==> src/rtl/bet_trit_shift_reg.sv <==
// Binary-encoded-ternary shift register with hold, parallel load, shift-up
// and base-3 increment. It has a sticky error flag that is set by illegal codes.
module bet_trit_shift_reg #(
  parameter int N_TRITS = 4
) (
  input  logic                   clk,
  input  logic                   rst_n,
  input  logic [1:0]             mode,
  input  logic [2*N_TRITS-1:0]   d,
  input  logic [1:0]             sin,
  input  logic                   err_clr,
  output logic [2*N_TRITS-1:0]   q,
  output logic [1:0]             sout,
  output logic                   wrap,
  output logic                   err
);

  typedef enum logic [1:0] {
    MODE_HOLD  = 2'b00,
    MODE_LOAD  = 2'b01,
    MODE_SHIFT = 2'b10,
    MODE_INC   = 2'b11
  } mode_e;

  localparam logic [1:0] BET_0   = 2'b01;
  localparam logic [1:0] BET_1   = 2'b11;
  localparam logic [1:0] BET_2   = 2'b10;
  localparam logic [1:0] BET_BAD = 2'b00;

  localparam logic [2*N_TRITS-1:0] Q_ZERO = {N_TRITS{BET_0}};

  logic [2*N_TRITS-1:0] q_nxt;
  logic [1:0]           sout_nxt;
  logic                 wrap_nxt;
  logic                 err_nxt;

  logic                 d_legal;
  logic                 err_set;
  logic [2*N_TRITS+1:0] q_ext;
  logic [2*N_TRITS-1:0] q_inc;
  logic                 carry;
  logic [1:0]           trit;

  // NOTE: every always_comb output gets a default first, so no path can infer a latch.
  always_comb begin
    d_legal = 1'b1;
    for (int i = 0; i < N_TRITS; i++) begin
      if (d[2*i +: 2] == BET_BAD) d_legal = 1'b0;
    end

    // Shift-up is a concatenation: the low part becomes the new word,
    // and the top trit falls out into sout.
    q_ext = {q, sin};

    // Ripple carry: a trit 2 rolls over to 0 and passes the carry upward.
    carry = 1'b1;
    q_inc = q;
    for (int i = 0; i < N_TRITS; i++) begin
      trit = q[2*i +: 2];
      if (carry) begin
        unique case (trit)
          BET_0:   begin q_inc[2*i +: 2] = BET_1; carry = 1'b0; end
          BET_1:   begin q_inc[2*i +: 2] = BET_2; carry = 1'b0; end
          BET_2:   q_inc[2*i +: 2] = BET_0;
          default: begin q_inc[2*i +: 2] = BET_0; carry = 1'b0; end
        endcase
      end
    end

    q_nxt    = q;
    sout_nxt = sout;
    wrap_nxt = 1'b0;
    err_set  = 1'b0;

    unique case (mode_e'(mode))
      MODE_HOLD: ;
      MODE_LOAD: begin
        if (d_legal) q_nxt = d;
        else         err_set = 1'b1;
      end
      MODE_SHIFT: begin
        if (sin != BET_BAD) begin
          q_nxt    = q_ext[2*N_TRITS-1:0];
          sout_nxt = q_ext[2*N_TRITS+1 -: 2];
        end else begin
          err_set = 1'b1;
        end
      end
      MODE_INC: begin
        q_nxt    = q_inc;
        wrap_nxt = carry;
      end
      default: ;
    endcase

    // A new error outranks a clear in the same cycle.
    err_nxt = err_set | (err & ~err_clr);
  end

  // NOTE: sequential state uses non-blocking assignments only, so every register samples pre-edge values.
  always_ff @(posedge clk) begin
    if (!rst_n) begin
      q    <= Q_ZERO;
      sout <= BET_0;
      wrap <= 1'b0;
      err  <= 1'b0;
    end else begin
      q    <= q_nxt;
      sout <= sout_nxt;
      wrap <= wrap_nxt;
      err  <= err_nxt;
    end
  end

endmodule

==> config.mk <==
export PLATFORM = sky130hd
export DESIGN_NAME = bet_trit_shift_reg
export DESIGN_NICKNAME = d
export VERILOG_FILES = /design/src/rtl/bet_trit_shift_reg.sv
export SDC_FILE = /design/constraint.sdc
export NUM_CORES = 1
export LEC_CHECK = 0
export ABC_AREA = 0
export CORE_MARGIN = 5
export CORE_UTILIZATION = 36
export CTS_CLUSTER_SIZE = 25
export DETAILED_ROUTE_END_ITERATION = 10
export PLACE_DENSITY = 0.66
export SLEW_MARGIN = 20
export SYNTH_ARGS = -nofsm -noshare
export SYNTH_HDL_FRONTEND = slang
export SYNTH_SLANG_ARGS = --single-unit
==> constraint.sdc <==
create_clock -name clk -period 2.1 [get_ports clk]
set_input_delay 0.315 -clock clk [delete_from_list [all_inputs] [get_ports clk]]
set_output_delay 0.315 -clock clk [all_outputs]
set_load 0.03 [all_outputs]
==> metrics <==
run status completed; CTS resizes 0; max cap viols 0; internal power 0.461 mW; min Tclk post-route 1.83 ns; Top FF cell, synth dfxtp_1; share of synthesized area spent on multiplexers 4.10%; Peak supply drop 0.000382 V; worst setup path class primary input to flip-flop; critical path arrival 1.99 ns; first-pass GRT wire length 3620 um; Reg clk slew, reported paths 0.07 ns; chip width 56.0 um; Max FO, Critical Path 4; Synth area leader dfxtp_1; share of the synthesized area in the top cell type 31.5%; pre-CTS setup slack -0.00308 ns; Final Slew Violations 0; Synth Cell Area 763 sq um; main combinational cell family by area after synthesis compound AO/OA/AOI/OAI gates; Die H 56.0 um; clk buf depth 2; startpoint types primary input; Hold Buf Count CTS 0; Core Util, Final 57.6%; simple-gate share of the synthesized area 16.9%; gr usage total 14.6%; total CTS buffers 3; number of synthesized flops with an enable pin 0; Final nets 140; sequential share of power 40.2%; WL per Instance 14.7 um; Power Density 591 mW/mm^2; Leak Pwr 0.459 nW; layout cells sized above 1 15.8%; RSZ-0062 raised after global routing false; Required @ worst endpoint 2.26 ns; Gate power share 32.1%; XOR/XNOR Fraction of Synth Area 0%; Clock Latency Late Sink 0.28 ns; CTS tree done; Max transition margin 72.9%; ANT cells 0; Synth Area in Adders 6.56%; Ports 27; most common cell after layout, fill and taps aside clkdlybuf4s50_1; Root Buffer clkbuf_4; total wire length 2160 um; Switching Fraction 31.6%; fmax 0.548 GHz; Detail Placement HPWL 1720 um; complex-gate fraction of the synthesized area 36.4%; setup bufs post-CTS 0; Initial Util 38.5%; Routed Antenna Nets 0; Initial DRT Pass Iterations 6; htree depth 1; Finished Layout Cells 147; crit path launch mode[1]; Synth area leaders dfxtp_1 (31%), a21oi_1 (7.2%), ha_1 (6.6%); die outline area 0.00314 sq mm; reg-to-reg startpoint q[0]; clock skew 0.00798 ns; Seq/Total Area, Yosys 31.5%; Hold Startpoint err; net switching power 0.213 mW; GP Congestion 0.897; worst hold slack 0.477 ns; Clock Sinks 12; #FFs+latches synth 12; most frequent cells in the layout clkdlybuf4s50_1 (26), dfxtp_1 (12), a21oi_1 (11), buf_4 (9); Worst Tran Pin Value 0.402 ns; final setup violation count 0; Clk pwr share 27.7%; synthesized netlist cell count 84; Placed Cells 143; port bufs 26; syn avg cell area 9.09 sq um; total power 0.674 mW; Post-synth ARST share 0%; largest net degree at the start of global routing 14; fin worst setup slack 0.274 ns; HP Class flip-flop to flip-flop; via count 809; initial antenna violation count 0; Netlist cell types 31; core area 0.00198 sq mm; crit share post-route 87.0%; grt total ovfl 0; vias in the first global route 798; initial drt markers 18; syn nets 103; Area growth syn-to-layout 49.5%; # rows 16; Synth Warn # 0; Via density 5.50; Final Hold Viols 0; DR DRC count 0; critical path capture point type flip-flop
-- cells by family (layout without fill, tap and decap cells) --
kind of cell | Yosys count | count (layout)
AO/OA/AOI/OAI | 39 | 39
adder cells (fa/ha/maj) | 4 | 4
buffers and inverters | 7 | 43
flip-flops | 12 | 12
multiplexers | 3 | 3
AND/OR/NAND/NOR | 19 | 19
-- state kept, by name (all words and copies together), names as in the netlist --
name	flops
q	8
sout	2
err	1
wrap	1
-- critical path, stage by stage --
cell             delay [ns]
clkdlybuf4s50_1        0.52
ha_1                   0.20
nor3b_2                0.37
nor2_1                 0.11
nand3_1                0.14
mux2_1                 0.33
-- synthesized netlist by cell type (2+ instances only) --
master and number:
and3_1 3, dfxtp_1 12, nand3_1 2, a21boi_1 2, o21ai_0 3, a22o_1 3
o22ai_1 2, buf_4 2, inv_1 4, o21ai_1 4, nor2_1 2, a21oi_1 11
ha_1 4, nand2b_1 4, nand2_1 4, a311oi_1 3, mux2i_1 2, a221oi_1 3
a21boi_0 2
-- through the flow --
| stage | instance area, sq um | setup TNS, ns |
|---|---|---|
| final | 1140 | 0 |
| after global routing | 1140 | 0 |
| after CTS | 1140 | 0 |
| after detailed placement | 1100 | -0.00308 |
| after global placement | 1100 | 0 |
| after floorplan | 763 | 0 |
-- final timing paths --
check / to / cells after the start / slack [ns]
setup reg to reg: q[6] / 4 / 0.62
setup / recovery: q[6] / 6 / 0.27
hold / removal: err / 2 / 0.48
hold reg to reg: err / 2 / 0.48
-- layout make-up --
| type | instances | area, sq um |
|---|---|---|
| Sequential cell | 12 | 240 |
| Inverter | 4 | 15.0 |
| Tap cell | 27 | 33.8 |
| Multi-Input combinational cell | 65 | 488 |
| Timing Repair Buffer | 35 | 328 |
| Clock buffer | 4 | 36.3 |
| Fill cell | 189 | 841 |
-- power groups by stage --
| stage | sequential [mW] | clock [mW] | combinational [mW] |
|---|---|---|---|
| 2_1_floorplan | 0.305 | 0 | 0.0874 |
| 3_3_place_gp | 0.277 | 0 | 0.213 |
| 3_5_place_dp | 0.276 | 0 | 0.215 |
| 4_1_cts | 0.271 | 0.194 | 0.216 |
| 5_1_grt | 0.275 | 0.213 | 0.232 |
| 6_report | 0.271 | 0.187 | 0.216 |
-- per-layer routing --
| layer | routed length (um) | part of all wire, % | track usage [%] |
|---|---|---|---|
| met5 | 0 | 0 | 0 |
| met1 | 931 | 43 | 18.2 |
| met3 | 193 | 8.9 | 6.26 |
| met4 | 51 | 2.4 | 5.76 |
| met2 | 986 | 46 | 21.9 |
(Power assumes the default switching activity.)
